===== src/rtl/ascii_num_pkg.sv =====
// Shared ASCII constants, formatter FSM encoding and sizing helper
// for the ASCII number transmit/receive path.
package ascii_num_pkg;

  localparam logic [7:0] CH_ZERO  = 8'h30;
  localparam logic [7:0] CH_MINUS = 8'h2D;
  localparam logic [7:0] CH_SPACE = 8'h20;
  localparam logic [7:0] CH_LF    = 8'h0A;

  typedef logic [3:0] digit_t;
  typedef logic [2:0] fmt_state_t;

  localparam fmt_state_t ST_IDLE       = 3'd0;
  localparam fmt_state_t ST_CONVERT    = 3'd1;
  localparam fmt_state_t ST_EMIT_SIGN  = 3'd2;
  localparam fmt_state_t ST_EMIT_DIGIT = 3'd3;
  localparam fmt_state_t ST_EMIT_SEP   = 3'd4;

  // Decimal digits of 2^width-1, i.e. ceil(width*log10(2)).
  function automatic int max_digits(input int width);
    logic [63:0] v;
    int          n;
    v = (64'd1 << width) - 64'd1;
    n = 0;
    for (int i = 0; i < 20; i++) begin
      if (v != 64'd0) begin
        v = v / 64'd10;
        n++;
      end
    end
    return n;
  endfunction

endpackage


===== src/rtl/ascii_num_formatter_digit_stack.sv =====
// ascii_digit_stack: DEPTH x 4-bit LIFO holding decimal digits,
// least-significant pushed first so pops come out MSD first.
module ascii_digit_stack
  import ascii_num_pkg::*;
#(
  parameter int DEPTH = 10
) (
  input  logic   clk,
  input  logic   rst,
  input  logic   push,
  input  logic   pop,
  input  digit_t push_digit,
  output digit_t top_digit,
  output logic   empty,
  output logic   single
);

  localparam int PW = $clog2(DEPTH + 1);
  localparam int IW = $clog2(DEPTH);

  digit_t         mem [DEPTH];
  logic [PW-1:0]  cnt;
  logic [PW-1:0]  top_idx;

  assign top_idx   = cnt - PW'(1);
  assign empty     = (cnt == '0);
  assign single    = (cnt == PW'(1));
  assign top_digit = empty ? 4'd0 : mem[top_idx[IW-1:0]];

  always_ff @(posedge clk) begin
    if (rst) begin
      cnt <= '0;
    end else if (push) begin
      cnt <= cnt + PW'(1);
    end else if (pop && !empty) begin
      cnt <= cnt - PW'(1);
    end
  end

  always_ff @(posedge clk) begin
    if (!rst && push) begin
      mem[cnt[IW-1:0]] <= push_digit;
    end
  end

endmodule


===== src/rtl/ascii_num_formatter.sv =====
// Signed integer stream to ASCII decimal text serialiser.
// Optional ASCII_FMT_ROWS_EN: LF separator after every COLS-th number.
module ascii_num_formatter
  import ascii_num_pkg::*;
#(
  parameter int DATA_WIDTH = 32,
  parameter int COLS       = 4
) (
  input  logic                  clk,
  input  logic                  rst,
  input  logic [DATA_WIDTH-1:0] num_data,
  input  logic                  num_valid,
  input  logic                  num_last,
  output logic                  num_ready,
  output logic [7:0]            payload_data,
  output logic                  payload_valid,
  output logic                  payload_last,
  input  logic                  payload_ready,
  output logic [15:0]           byte_count,
  output logic                  done
);

  localparam int MAX_DIGITS = max_digits(DATA_WIDTH);
  localparam logic [DATA_WIDTH-1:0] TEN = DATA_WIDTH'(10);

  if (DATA_WIDTH < 4 || DATA_WIDTH > 32 || COLS < 1) begin : g_bad_cfg
    $error("ascii_num_formatter: illegal DATA_WIDTH or COLS");
  end

  fmt_state_t            state;
  logic                  neg_q;
  logic                  last_q;
  logic                  pkt_end;
  logic [DATA_WIDTH-1:0] mag;
  logic [DATA_WIDTH-1:0] quot;
  logic [15:0]           byte_count_q;
  logic                  done_q;
  digit_t                new_digit;
  digit_t                top_digit;
  logic                  stk_empty;
  logic                  one_left;
  logic                  accept_byte;
  logic [7:0]            sep_char;

  assign quot      = mag / TEN;
  assign new_digit = 4'(mag % TEN);

  assign num_ready     = !rst && (state == ST_IDLE);
  assign payload_valid = (state == ST_EMIT_SIGN)
                      || (state == ST_EMIT_SEP)
                      || (state == ST_EMIT_DIGIT && !stk_empty);
  assign accept_byte   = payload_valid && payload_ready;
  assign payload_last  = (state == ST_EMIT_DIGIT) && one_left && last_q;
  assign byte_count    = byte_count_q;
  assign done          = done_q;

  ascii_digit_stack #(
    .DEPTH(MAX_DIGITS)
  ) u_stack (
    .clk       (clk),
    .rst       (rst),
    .push      (state == ST_CONVERT),
    .pop       (accept_byte && state == ST_EMIT_DIGIT),
    .push_digit(new_digit),
    .top_digit (top_digit),
    .empty     (stk_empty),
    .single    (one_left)
  );

  always_comb begin
    payload_data = 8'h00;
    unique case (state)
      ST_EMIT_SIGN:  payload_data = CH_MINUS;
      ST_EMIT_DIGIT: payload_data = CH_ZERO + {4'd0, top_digit};
      ST_EMIT_SEP:   payload_data = sep_char;
      default:       payload_data = 8'h00;
    endcase
  end

`ifdef ASCII_FMT_ROWS_EN
  localparam int CW = (COLS > 1) ? $clog2(COLS) : 1;
  logic [CW-1:0] col;

  assign sep_char = (col == CW'(COLS - 1)) ? CH_LF : CH_SPACE;

  always_ff @(posedge clk) begin
    if (rst) begin
      col <= '0;
    end else if (accept_byte && state == ST_EMIT_SEP) begin
      col <= (col == CW'(COLS - 1)) ? '0 : col + CW'(1);
    end else if (accept_byte && payload_last) begin
      col <= '0;
    end
  end
`else
  assign sep_char = CH_SPACE;
`endif

  always_ff @(posedge clk) begin
    if (rst) begin
      state        <= ST_IDLE;
      neg_q        <= 1'b0;
      last_q       <= 1'b0;
      pkt_end      <= 1'b0;
      mag          <= '0;
      byte_count_q <= 16'd0;
      done_q       <= 1'b0;
    end else begin
      done_q <= 1'b0;
      if (accept_byte && byte_count_q != 16'hFFFF) begin
        byte_count_q <= byte_count_q + 16'd1;
      end
      unique case (state)
        ST_IDLE: begin
          if (num_valid) begin
            neg_q  <= num_data[DATA_WIDTH-1];
            mag    <= num_data[DATA_WIDTH-1]
                    ? (~num_data + DATA_WIDTH'(1))
                    : num_data;
            last_q <= num_last;
            state  <= ST_CONVERT;
            if (pkt_end) begin
              byte_count_q <= 16'd0;
              pkt_end      <= 1'b0;
            end
          end
        end
        ST_CONVERT: begin
          mag <= quot;
          if (quot == '0) begin
            state <= neg_q ? ST_EMIT_SIGN : ST_EMIT_DIGIT;
          end
        end
        ST_EMIT_SIGN: begin
          if (payload_ready) state <= ST_EMIT_DIGIT;
        end
        ST_EMIT_DIGIT: begin
          if (accept_byte && one_left) begin
            if (last_q) begin
              state   <= ST_IDLE;
              done_q  <= 1'b1;
              pkt_end <= 1'b1;
            end else begin
              state <= ST_EMIT_SEP;
            end
          end
        end
        ST_EMIT_SEP: begin
          if (payload_ready) state <= ST_IDLE;
        end
        default: state <= ST_IDLE;
      endcase
    end
  end

endmodule


===== config.mk =====
export PLATFORM = sky130hd
export DESIGN_NAME = ascii_num_formatter
export DESIGN_NICKNAME = d
export VERILOG_FILES = /design/src/rtl/ascii_num_pkg.sv /design/src/rtl/ascii_num_formatter_digit_stack.sv /design/src/rtl/ascii_num_formatter.sv
export SDC_FILE = /design/constraint.sdc
export NUM_CORES = 1
export LEC_CHECK = 0
export CORE_ASPECT_RATIO = 0.8
export CORE_MARGIN = 3
export CORE_UTILIZATION = 30
export CTS_CLUSTER_SIZE = 40
export DETAILED_ROUTE_END_ITERATION = 10
export MAX_ROUTING_LAYER = met4
export PLACE_DENSITY = 0.45
export SYNTH_ARGS = -nofsm -noshare
export SYNTH_HDL_FRONTEND = slang
export SYNTH_SLANG_ARGS = --single-unit

===== constraint.sdc =====
create_clock -name clk -period 28.5 [get_ports clk]
set_input_delay 8.55 -clock clk [delete_from_list [all_inputs] [get_ports clk]]
set_output_delay 8.55 -clock clk [all_outputs]
set_load 0.01 [all_outputs]

# Word-level counts from Yosys, hierarchy flattened
# Memory sizes are Yosys's and may differ from the RTL's.
# Index checks and enable logic that the tools add are counted.
# op_classes
n_reduce_logical,25
div_mod_pow,2
n_eq_ne,12
muxes,26
n_bitwise,3
addsub,5
# op_table
cell,n
16-bit two-way mux,4
32-bit two-way mux,2
32-bit case mux with 2 select lines,1
"32-bit by 1-bit adder with 32-bit output, second input constant",1
"32-bit by 4-bit divider with 32-bit output, second input constant",1
32-bit zero test,1
"32-bit by 4-bit modulo with 32-bit output, second input constant",1
32-bit inverter,1
7-bit case mux with 3 select lines,1
3-bit two-way mux,6
"16-bit by 1-bit adder with 16-bit output, second input constant",1
"16-bit != test, second input constant",1
3-bit case mux with 5 select lines,1
4-bit two-way mux,3
1-bit logical AND,10
"2-bit != test, second input constant",5
"6-bit by 4-bit adder with 7-bit output, first input constant",1
1-bit two-way mux,7
"3-bit by 2-bit equality test with 1-bit output, second input constant",2
2-bit nonzero test,3
5-bit AND reduction,1
"4-bit by 1-bit adder with 4-bit output, second input constant",1
"4-bit by 1-bit equality test with 1-bit output, second input constant",1
4-bit zero test,1
12 further kinds,16
# word_totals
ramBits,40
memories,1
input_bits,37
ff_bits,59
output_inout_bits,28
wordCells,82
# memory_table
name,words,word_bits,rd,rd_clocked_by_memory_dff,write_ports,line_no,source
u_stack.mem,10,4,1,0,1,ascii_num_formatter_digit_stack.sv:21,digit_t mem [DEPTH];

# Depth between registers and ports, before layout
# logic_depth
ltp_word,10
mapped_depth,50
mapped_depth_nobuf,37

# Modules after synthesis
# From an unflattened synthesis, not the netlist that was laid out.
# hier_totals
hier_cells,1369
hier_area_um2,10618.9
# modules_own_cells
module,area_each_um2,cells_per_inst,instances,seq_area_each_um2
ascii_num_formatter,8660.8,1243,1,1101.1
ascii_digit_stack,1958.1,126,1,1281.2

# Least setup slack after synthesis
# Ideal clock, no wire load.
# synth_timing
path_kind,input port to output port
startpoint,in rst
endpoint,out num_ready
t_arrival_ns,9.274
setup_slack_ns,10.676
cell_stages,3
n_path_buf,2
required_ns,19.950
cell_sequence,clkbuf_1 clkbuf_1 nor4_1
# synth_via
elab_chain_len,2
# synth_rtl
item,line_no,source
"start, declared",ascii_num_formatter.sv:10,"input logic rst,"
1-bit zero test,ascii_num_formatter.sv:48,assign num_ready = !rst && (state == ST_IDLE);
1-bit logical AND,ascii_num_formatter.sv:48,
"end, declared",ascii_num_formatter.sv:14,"output logic num_ready,"
# Every way passes these cells.

# Worst setup path after layout
# Ends and elaborated chain as after synthesis.

==> impl_metrics.ini <==
[sta]
finClkSkew_ns = 0.0105
setup_violations = 0
tightest_slew_ns = 1.16
hold_viol = 0
slew_headroom_pct = 22.4
fin_tns_setup_ns = 0
finalCriticalPeriod_ns = 18.41
max_freq_mhz = 54.3
drv_slew = 0
timing.final.crit_share_pct = 64.6
rsz0062_at_grt = false

[clock_tree]
clk_latency_ns = 0.36
clkSlewWorstSetupHoldPaths_ns = 0.07
cts_root_buf = clkbuf_16
ctsHoldBuffers = 0
tritoncts = yes
cts_resized = 0
htree_levels = 3
postCtsSetupRepairBufs = 0
cts.path.max_buffers = 2
cts_num_sinks = 99
cts-buffers-inserted = 9

[grt]
grt_pass1_wl_um = 51500
grt_max_degree = 49
grt-ovfl-total = 0
antenna_found_initial = 0
grt.total_usage_pct = 17.9
grt_pass1_vias = 9281

[worst_setup_path]
timing.critical_path.arrival_ns = 9.86
crit_family = buffers and inverters
worstPathRequired_ns = 19.95
critPathSlowestCell = buf_2
slowest_delay_ns = 0.69
worstPathMaxFanout = 48
path_cells = buf_2, nor4_1, clkdlybuf4s50_1
worstSetupPathType = input port to output port
cp-start-kind = input port
critPathBufInv = 2
cp-end-kind = output port

[route]
drc = 0
via_per_inst = 5.93
drtIter0Drc = 913
postRouteAntennaNets = 0
vias = 10129
route.detailed.wl_per_inst_um = 18.6
totalWireLength_um = 31800
first_pass_iters = 5

[synth]
syn_area_per_cell_um2 = 7.70
ys.flop_type = dfxtp_1
yosysSeqAreaShare_pct = 23.8
yosysUniqueCellTypes = 115
synth-seq-cells = 99
synth_edf_count = 40
async_flop_share_pct = 0
syn_area_um2 = 9990
yosys_warnings = 0
synthCells = 1298

[outcome]
status = finished clean

[layout]
fin_util_pct = 33.7
n_fill_cell = 3457
fin_nets = 1319
drive_gt1_share_pct = 8.67
syn_to_final_growth_pct = 10.4
final_cell_area_um2 = 11000
antennaDiodeCount = 0

[die]
core_area_um2 = 32700
die_area_um2 = 35500
ios = 65
die_w_um = 210
start_util_pct = 30.6
die_h_um = 169
rows = 59

[run]
cap_violations = 0

[placement]
place_area_um2 = 10700
io_buffers = 62
gp_congestion = 0.867
post-dp-hpwl_um = 22800

[worst_hold_path]
hold_class = flop to flop
## placed cells by master (no fill, tap or decap), types with 30 or more instances in the layout
cell type	n
nor3_1	43
xnor2_1	30
a21oi_1	74
a221oi_1	31
clkdlybuf4s50_1	61
nor2_1	156
nand3_1	45
inv_1	33
nand2_1	117
dfxtp_1	59
edfxtp_1	40
o21ai_0	68
## routing by layer
metal / GRT usage (%) / vias up / part of all wire, %
li1: - / 4938 / -
met1: 27.2 / 4896 / 52
met2: 25.5 / 261 / 42
met3: 1.64 / 34 / 4.0
met4: 4.42 / 0 / 2.0
met5: - / - / 0
## area by class of cell
class	instances	area [µm²]	area share (%)
multi-input combinational	1054	6980	63.2
sequential	99	2380	21.6
timing repair buffer	74	706	6.40
tap	427	534	4.84
clock buffer	9	225	2.04
inverter	38	143	1.29
clock inverter	7	66.3	0.601
## kinds of logic (layout without fill, tap and decap cells)
kind of cell,count (synthesis),count (layout),share of synthesized area [%]
xor gates and xnor gates,59,59,5.25
and+or+nand+nor,514,514,25.6
other,1,2,0.0375
adders and majority gates,6,6,0.751
buffers and inverters,146,128,6.52
DFF,99,99,23.8
AOI/OAI and AO/OA,435,435,32.9
muxes,38,38,5.16
## per-stage QoR
stage / instances / setup WS [ns] / hold slack, ns
after global placement: 1692 / 10.06 / 0.447
after detailed placement: 1692 / 10.08 / 0.447
after floorplan: 1299 / 10.68 / 0.436
after CTS: 1708 / 10.08 / 0.457
final: 1708 / 10.09 / 0.457
after global routing: 1708 / 9.95 / 0.505
## state kept, by name (all words and copies together) (netlist names)
name,flops
u_stack.mem,40
mag,32
byte_count,16
u_stack.cnt,4
state,3
done,1
last_q,1
neg_q,1
pkt_end,1
## tightest hold or removal path, cell delays in order (launching register included)
cell,delay [ns]
dfxtp_1,0.31
nand2_1,0.05
a21oi_1,0.05
## cell usage after synthesis (all sizes together), types with 9 or more instances
library cell    n  area [µm²]
nand2b         16         108
o221ai         12         118
o211ai         19         153
o31ai          23         215
and3           11        68.8
nand3          46         235
nand4          18         113
nor2b          10        65.1
inv            33         124
o21ai          81         405
a211oi         23         185
o22ai          10        62.6
edfxtp         40        1200
mux4           10         225
mux2i          20         200
nor4           20         140
buf            36         239
xnor2          31         279
nand2         118         450
a31oi          25         163
nor3           48         268
a2111oi        10         113
clkbuf         72         270
or4            10        82.6
xor2           28         245
a221oi         33         302
nor2          158         593
a21oi          77         397
dfxtp          59        1180
a21o            9        67.6
or3            24         165
o2111ai        11         109
## path summary, 6_finish.rpt
| kind | cells past startpoint | slack (ns) | from | endpoint |
|---|---|---|---|---|
| max | 3 | 10.09 | rst | num_ready |
| min | 2 | 0.46 | neg_q | neg_q |
| max reg2reg | 35 | 14.39 | mag[27] | u_stack.mem[8][3] |
| min reg2reg | 2 | 0.46 | neg_q | neg_q |
Power is not shown: default switching activity piles up to over one toggle a cycle in this logic, so the estimate is an artifact.
